## src/rtl/cam_frame_capture_if.sv

```systemverilog
// Signal bundle between the camera capture stage and its surroundings:
// camera bus and start in, buffer write port and status out.
interface cam_frame_capture_if;
    logic        start;
    logic        cam_pclk;
    logic        cam_vsync;
    logic        cam_href;
    logic [7:0]  cam_data;
    logic [14:0] wr_addr;
    logic [7:0]  wr_data;
    logic        wr_en;
    logic        busy;
    logic        done;
    logic        short_frame;

    modport master (
        input  start, cam_pclk, cam_vsync, cam_href, cam_data,
        output wr_addr, wr_data, wr_en, busy, done, short_frame
    );

    modport slave (
        output start, cam_pclk, cam_vsync, cam_href, cam_data,
        input  wr_addr, wr_data, wr_en, busy, done, short_frame
    );
endinterface

```

## src/rtl/cam_frame_capture.sv

```systemverilog
// Camera capture stage: synchronizes the parallel camera bus, decimates it
// horizontally/vertically and writes one IMG_W x IMG_H frame into the buffer.
module cam_frame_capture #(
    parameter int IMG_W = 160,
    parameter int IMG_H = 120,
    parameter int DEC_X = 4,
    parameter int DEC_Y = 4
) (
    input  logic                clk,
    input  logic                rst,
    cam_frame_capture_if.master bus
);
    localparam int XW  = $clog2(IMG_W + 1);
    localparam int YW  = $clog2(IMG_H + 1);
    localparam int SXW = (DEC_X > 1) ? $clog2(DEC_X) : 1;
    localparam int SYW = (DEC_Y > 1) ? $clog2(DEC_Y) : 1;
    localparam logic [XW-1:0]  X_MAX     = XW'(IMG_W);
    localparam logic [YW-1:0]  Y_MAX     = YW'(IMG_H);
    localparam logic [SXW-1:0] SX_LAST   = SXW'(DEC_X - 1);
    localparam logic [SYW-1:0] SY_LAST   = SYW'(DEC_Y - 1);
    localparam logic [14:0]    ADDR_LAST = 15'(IMG_W * IMG_H - 1);

    typedef enum logic [1:0] {S_IDLE, S_WAIT_VS_HI, S_WAIT_VS_LO, S_CAPTURE} state_e;

    // [0],[1] form the 2-flop synchronizer, [2] is the previous synced sample
    logic [2:0] pclk_q, vs_q, href_q;
    logic [7:0] data_s1_q, data_s2_q;

    always_ff @(posedge clk) begin
        if (rst) begin
            pclk_q <= '0;
            vs_q   <= '0;
            href_q <= '0;
        end else begin
            pclk_q <= {pclk_q[1:0], bus.cam_pclk};
            vs_q   <= {vs_q[1:0], bus.cam_vsync};
            href_q <= {href_q[1:0], bus.cam_href};
        end
    end

    always_ff @(posedge clk) begin
        data_s1_q <= bus.cam_data;
        data_s2_q <= data_s1_q;
    end

    logic pix_evt, href, href_fall, vs, vs_rise;
    assign pix_evt   = pclk_q[1] & ~pclk_q[2];
    assign href      = href_q[1];
    assign href_fall = ~href_q[1] & href_q[2];
    assign vs        = vs_q[1];
    assign vs_rise   = vs_q[1] & ~vs_q[2];

    state_e         state_q, state_d;
    logic [XW-1:0]  x_cnt_q, x_cnt_d;
    logic [YW-1:0]  y_cnt_q, y_cnt_d;
    logic [SXW-1:0] sx_q, sx_d;
    logic [SYW-1:0] sy_q, sy_d;
    logic [14:0]    addr_q, addr_d, wr_addr_q, wr_addr_d;
    logic [7:0]     wr_data_q, wr_data_d;
    logic           wr_en_q, wr_en_d, done_q, done_d, short_q, short_d;

    always_ff @(posedge clk) begin
        if (rst) begin
            state_q   <= S_IDLE;
            x_cnt_q   <= '0;
            y_cnt_q   <= '0;
            sx_q      <= '0;
            sy_q      <= '0;
            addr_q    <= '0;
            wr_addr_q <= '0;
            wr_data_q <= '0;
            wr_en_q   <= 1'b0;
            done_q    <= 1'b0;
            short_q   <= 1'b0;
        end else begin
            state_q   <= state_d;
            x_cnt_q   <= x_cnt_d;
            y_cnt_q   <= y_cnt_d;
            sx_q      <= sx_d;
            sy_q      <= sy_d;
            addr_q    <= addr_d;
            wr_addr_q <= wr_addr_d;
            wr_data_q <= wr_data_d;
            wr_en_q   <= wr_en_d;
            done_q    <= done_d;
            short_q   <= short_d;
        end
    end

    always_comb begin
        state_d   = state_q;
        x_cnt_d   = x_cnt_q;
        y_cnt_d   = y_cnt_q;
        sx_d      = sx_q;
        sy_d      = sy_q;
        addr_d    = addr_q;
        wr_addr_d = wr_addr_q;
        wr_data_d = wr_data_q;
        wr_en_d   = 1'b0;
        done_d    = 1'b0;
        short_d   = short_q;
        unique case (state_q)
            S_IDLE: begin
                // done_q high means the frame just ended; a start in that cycle is dropped
                if (bus.start && !done_q) begin
                    state_d = S_WAIT_VS_HI;
                    short_d = 1'b0;
                    x_cnt_d = '0;
                    y_cnt_d = '0;
                    sx_d    = '0;
                    sy_d    = '0;
                    addr_d  = '0;
                end
            end
            S_WAIT_VS_HI: begin
                if (vs) state_d = S_WAIT_VS_LO;
            end
            S_WAIT_VS_LO: begin
                if (!vs) begin
                    state_d = S_CAPTURE;
                    x_cnt_d = '0;
                    y_cnt_d = '0;
                    sx_d    = '0;
                    sy_d    = '0;
                    addr_d  = '0;
                end
            end
            S_CAPTURE: begin
                if (pix_evt && href) begin
                    if (sy_q == '0 && sx_q == '0 && x_cnt_q < X_MAX) begin
                        wr_en_d   = 1'b1;
                        wr_addr_d = addr_q;
                        wr_data_d = data_s2_q;
                        x_cnt_d   = x_cnt_q + 1'b1;
                        // addr stops at the last location so it can never wrap
                        if (addr_q == ADDR_LAST) begin
                            done_d  = 1'b1;
                            state_d = S_IDLE;
                        end else begin
                            addr_d = addr_q + 15'd1;
                        end
                    end
                    sx_d = (sx_q == SX_LAST) ? '0 : sx_q + 1'b1;
                end
                if (href_fall) begin
                    sx_d    = '0;
                    x_cnt_d = '0;
                    sy_d    = (sy_q == SY_LAST) ? '0 : sy_q + 1'b1;
                    if (sy_q == '0 && y_cnt_q < Y_MAX) y_cnt_d = y_cnt_q + 1'b1;
                end
                if (vs_rise && state_d == S_CAPTURE) begin
                    done_d  = 1'b1;
                    short_d = 1'b1;
                    state_d = S_IDLE;
                end
            end
            default: state_d = S_IDLE;
        endcase
    end

    assign bus.wr_addr     = wr_addr_q;
    assign bus.wr_data     = wr_data_q;
    assign bus.wr_en       = wr_en_q;
    assign bus.done        = done_q;
    assign bus.short_frame = short_q;
    assign bus.busy        = (state_q != S_IDLE) || done_q;
endmodule

```

## src/flat_wrapper.sv

```systemverilog
// flat-port wrapper written by rule: the top's interface ports become plain ports
module cam_frame_capture_flat 
#(
    parameter int IMG_W = 160,
    parameter int IMG_H = 120,
    parameter int DEC_X = 4,
    parameter int DEC_Y = 4
)
  (clk, rst, bus_start, bus_cam_pclk, bus_cam_vsync, bus_cam_href, bus_cam_data, bus_wr_addr, bus_wr_data, bus_wr_en, bus_busy, bus_done, bus_short_frame);
  cam_frame_capture_if bus_i ();
  input  logic clk;
  input  logic rst;
  input wire logic [$bits(bus_i.start)-1:0] bus_start;
  input wire logic [$bits(bus_i.cam_pclk)-1:0] bus_cam_pclk;
  input wire logic [$bits(bus_i.cam_vsync)-1:0] bus_cam_vsync;
  input wire logic [$bits(bus_i.cam_href)-1:0] bus_cam_href;
  input wire logic [$bits(bus_i.cam_data)-1:0] bus_cam_data;
  output wire logic [$bits(bus_i.wr_addr)-1:0] bus_wr_addr;
  output wire logic [$bits(bus_i.wr_data)-1:0] bus_wr_data;
  output wire logic [$bits(bus_i.wr_en)-1:0] bus_wr_en;
  output wire logic [$bits(bus_i.busy)-1:0] bus_busy;
  output wire logic [$bits(bus_i.done)-1:0] bus_done;
  output wire logic [$bits(bus_i.short_frame)-1:0] bus_short_frame;
  assign bus_i.start = bus_start;
  assign bus_i.cam_pclk = bus_cam_pclk;
  assign bus_i.cam_vsync = bus_cam_vsync;
  assign bus_i.cam_href = bus_cam_href;
  assign bus_i.cam_data = bus_cam_data;
  assign bus_wr_addr = bus_i.wr_addr;
  assign bus_wr_data = bus_i.wr_data;
  assign bus_wr_en = bus_i.wr_en;
  assign bus_busy = bus_i.busy;
  assign bus_done = bus_i.done;
  assign bus_short_frame = bus_i.short_frame;
  cam_frame_capture #(.IMG_W(IMG_W), .IMG_H(IMG_H), .DEC_X(DEC_X), .DEC_Y(DEC_Y)) u_core (.clk(clk), .rst(rst), .bus(bus_i));
endmodule
```

## config.mk

```make
export PLATFORM = sky130hd
export DESIGN_NAME = cam_frame_capture_flat
export DESIGN_NICKNAME = d
export VERILOG_FILES = /design/src/rtl/cam_frame_capture_if.sv /design/src/rtl/cam_frame_capture.sv /design/src/flat_wrapper.sv
export SDC_FILE = /design/constraint.sdc
export NUM_CORES = 1
export LEC_CHECK = 0
export ABC_AREA = 1
export BUFFER_PORTS_ARGS = -buffer_cell sky130_fd_sc_hd__buf_4
export CAP_MARGIN = 25
export CORE_UTILIZATION = 55
export CTS_CLUSTER_DIAMETER = 200
export CTS_CLUSTER_SIZE = 8
export DETAILED_ROUTE_END_ITERATION = 10
export PLACE_DENSITY = 0.76
export REMOVE_ABC_BUFFERS = 1
export SKIP_CTS_REPAIR_TIMING = 1
export SYNTH_ARGS = -nofsm -noshare
export SYNTH_HDL_FRONTEND = slang
export SYNTH_SLANG_ARGS = --single-unit
```

## constraint.sdc

```tcl
create_clock -name clk -period 2.2 [get_ports clk]
set_input_delay 0.11 -clock clk [delete_from_list [all_inputs] [get_ports clk]]
set_output_delay 0.11 -clock clk [all_outputs]
set_load 0.05 [all_outputs]
```

==> impl_metrics.yaml <==
outcome:
  status: "finished, final reports clean"
synthesis:
  postSynthRegisterBits: 80
  netlist_area_um2: 3400
  netlist-cell-type-count: 37
  ys_seq_area_share_pct: 47.1
  synth-edff-count: 0
  async_reset_ff_share_pct: 0
  synth.area.top_cells: "sky130_fd_sc_hd__dfxtp_1 47%, sky130_fd_sc_hd__nor2_1 9.6%, sky130_fd_sc_hd__nand2_1 8.0%"
  yosysWarnings: 0
  synthFlopType: "sky130_fd_sc_hd__dfxtp_1"
  leading_area_contributor_after_synthesis: "sky130_fd_sc_hd__dfxtp_1"
  synth.avg_cell_area_um2: 7.85
  synth_largest_type_area_fraction_pct: 47.1
  synthesis.instances: 433
  synth_common_cells: "87 x sky130_fd_sc_hd__nor2_1, 80 x sky130_fd_sc_hd__dfxtp_1, 72 x sky130_fd_sc_hd__nand2_1"
  synth.most_common_cell: "sky130_fd_sc_hd__nor2_1"
place:
  hpwlAfterDp_um: 4680
  gp_congestion: 0.879
  post_place_instance_area_um2: 3700
  port_buffers: 40
  dpl_worst_slack_ns: 0.308
  post-place-cells: 536
clocking:
  cts_sinks: 80
  root_buffer: "sky130_fd_sc_hd__clkbuf_8"
  clock_latency_ns: 0.36
  clock_edge_transition_at_the_registers_on_the_reported_setup_and_hold_paths_ns: 0.09
  numCtsBuffers: 9
  cts_htree_levels: 3
  max-clock-path-buffers: 2
  cts_tree: "built"
route:
  routed-via-count: 2827
  final_antenna_net_count: 0
  drt_wl_total_um: 6940
  drt_first_pass_iters: 4
  drt_iter0_drc: 117
  routedWlPerCell_um: 12.3
  detail_route.drc_violations: 0
  via_per_instance_ratio: 5.02
die:
  die_y_um: 80.6
  floorplan.die_area_um2: 6500
  floorplan.initialDensity_pct: 57.1
  floorplan.io_pins: 41
  floorplan.die.width_um: 80.6
  row_count: 28
  core_area_um2: 5960
setup_path:
  startpoint_type: "register"
  crit_path_max_fanout: 18
  required_ns: 2.46
  worstPathArrival_ns: 2.17
  end_kind: "register"
  criticalPathCategory: "reg -> reg"
  r2r_cells: 9
timing:
  max-slew-margin-rel_pct: 51.8
  grt_setup_unrepaired: "false"
  tightestPinTransition_ns: 0.723
  post-route-worst-setup-slack_ns: 0.288
  clock_skew_ns: 0.0146
  clock.fmax_mhz: 523
  timing.final.setup_violations: 0
  final_setup_tns_ns: 0
  timing.final.max_slew_violations: 0
  final.min_clock_period_ns: 1.91
  final-hold-violation-count: 0
  finalCritPeriodShare_pct: 86.9
  hold_ws_ns: 0.0203
global_routing:
  gr-total-overflow: 0
  first_global_vias: 2492
  grt_start_max_net_pins: 28
  grt_first_pass_wirelength_um: 11100
  initial_antenna_violation_count: 0
  grtUsageTotal_pct: 22.4
pwr:
  powerDensity_nw_per_um2: 687
  finalPower_mw: 2.75
  leakage_nw: 1.60
  ir_worst_vdd_mv: 0.460
finish:
  seqCellArea_um2: 1600
  finalInstanceArea_um2: 4000
  instances_no_fill: 563
  final_nets: 503
  n_antenna_cell: 0
  final_core_util_pct: 67.1
  layout.filler_cells: 523
  synthesis_to_finish_area_growth_pct: 17.6
  multi_input_area_um2: 1510
  post_route_cells_drive_above_1_share_pct: 20.1
worst_hold_path:
  worstHoldPathType: "in -> reg"
  whs_path_depth: 2
flow_run:
  reported_max_cap_violation_count: 0
[logic make-up after synthesis]
group                    synth area share [%]
AND/OR/NAND/NOR                          28.5
flip-flops                               47.1
buffers and inverters                    8.51
XOR/XNOR                                 1.29
adder cells (fa/ha/maj)                  2.21
AO/OA/AOI/OAI                            12.3
[worst max-delay path, stage by stage, from the launching register on]
cell,delay (ns)
sky130_fd_sc_hd__dfxtp_1,0.49
sky130_fd_sc_hd__nand2_4,0.22
sky130_fd_sc_hd__inv_6,0.16
sky130_fd_sc_hd__nand2_2,0.10
sky130_fd_sc_hd__nor2_1,0.13
sky130_fd_sc_hd__nor2_2,0.06
sky130_fd_sc_hd__nand2_1,0.26
sky130_fd_sc_hd__inv_1,0.17
sky130_fd_sc_hd__o21ai_0,0.18
sky130_fd_sc_hd__nor2_1,0.05
[layout make-up]
cell class                 instances  area share (%)
clock buffer                      10            3.44
clock inverter                     6            1.22
inverter                          43            4.23
multi-input combinational        296            37.7
sequential                        80            40.1
tap                               75            2.35
timing repair buffer              53            11.0
[cell usage in the layout, fill, tap and decap left out, types with 2 or more instances in the layout]
cell                            Yosys  final
sky130_fd_sc_hd__nand2_2           15     15
sky130_fd_sc_hd__inv_6              1      3
sky130_fd_sc_hd__nand3_1           16     16
sky130_fd_sc_hd__nand3_4            3      3
sky130_fd_sc_hd__inv_2              2      2
sky130_fd_sc_hd__clkinvlp_4         0      2
sky130_fd_sc_hd__a21oi_1           20     20
sky130_fd_sc_hd__o31ai_1            2      2
sky130_fd_sc_hd__o21bai_1           3      3
sky130_fd_sc_hd__o21ai_0           30     30
sky130_fd_sc_hd__a21oi_2           10     10
sky130_fd_sc_hd__nor2_2             5      5
sky130_fd_sc_hd__nor3_1             4      4
sky130_fd_sc_hd__nor3b_1            2      2
sky130_fd_sc_hd__xor2_1             4      4
sky130_fd_sc_hd__dfxtp_1           80     80
sky130_fd_sc_hd__inv_1             38     38
sky130_fd_sc_hd__o21ai_1            2      2
sky130_fd_sc_hd__ha_1               6      6
sky130_fd_sc_hd__clkbuf_8           2     10
sky130_fd_sc_hd__nand2_1           72     72
sky130_fd_sc_hd__nor2_1            87     87
sky130_fd_sc_hd__nand4_1            8      8
sky130_fd_sc_hd__buf_4              0     41
sky130_fd_sc_hd__dlygate4sd3_1      0     11
[sequential cells by signal, indices dropped and copies added, names as in the netlist, 2 cells and up]
signal              cells
u_core.addr_q          15
u_core.bus.wr_addr     15
u_core.bus.wr_data      8
u_core.data_s1_q        8
u_core.data_s2_q        8
u_core.x_cnt_q          8
u_core.href_q           3
u_core.pclk_q           3
u_core.vs_q             3
u_core.state_q          2
u_core.sx_q             2
u_core.sy_q             2
[layer usage]
| layer | global-route usage (%) | vias to the layer above | share of wire [%] |
|---|---|---|---|
| li1 | - | 1474 | - |
| met1 | 26.8 | 1294 | 46 |
| met2 | 38.1 | 47 | 49 |
| met3 | 4.43 | 12 | 3.5 |
| met4 | 10.9 | 0 | 1.9 |
| met5 | 0 | - | 0 |
[worst paths after layout]
check	start	endpoint	slack [ns]
worst max-delay path	u_core.state_q[0]	u_core.x_cnt_q[1]	0.29
worst min-delay path	rst	u_core.addr_q[9]	0.02
worst max register to register	u_core.state_q[0]	u_core.x_cnt_q[1]	0.29
worst min register to register	u_core.data_s1_q[0]	u_core.data_s2_q[0]	0.33
[where the power goes]
group / internal (mW) / switching (mW)
Sequential: 1.48 / 0.0205
Combinational: 0.0776 / 0.145
Clock: 0.454 / 0.569
Power figures use the tool's default switching activity.
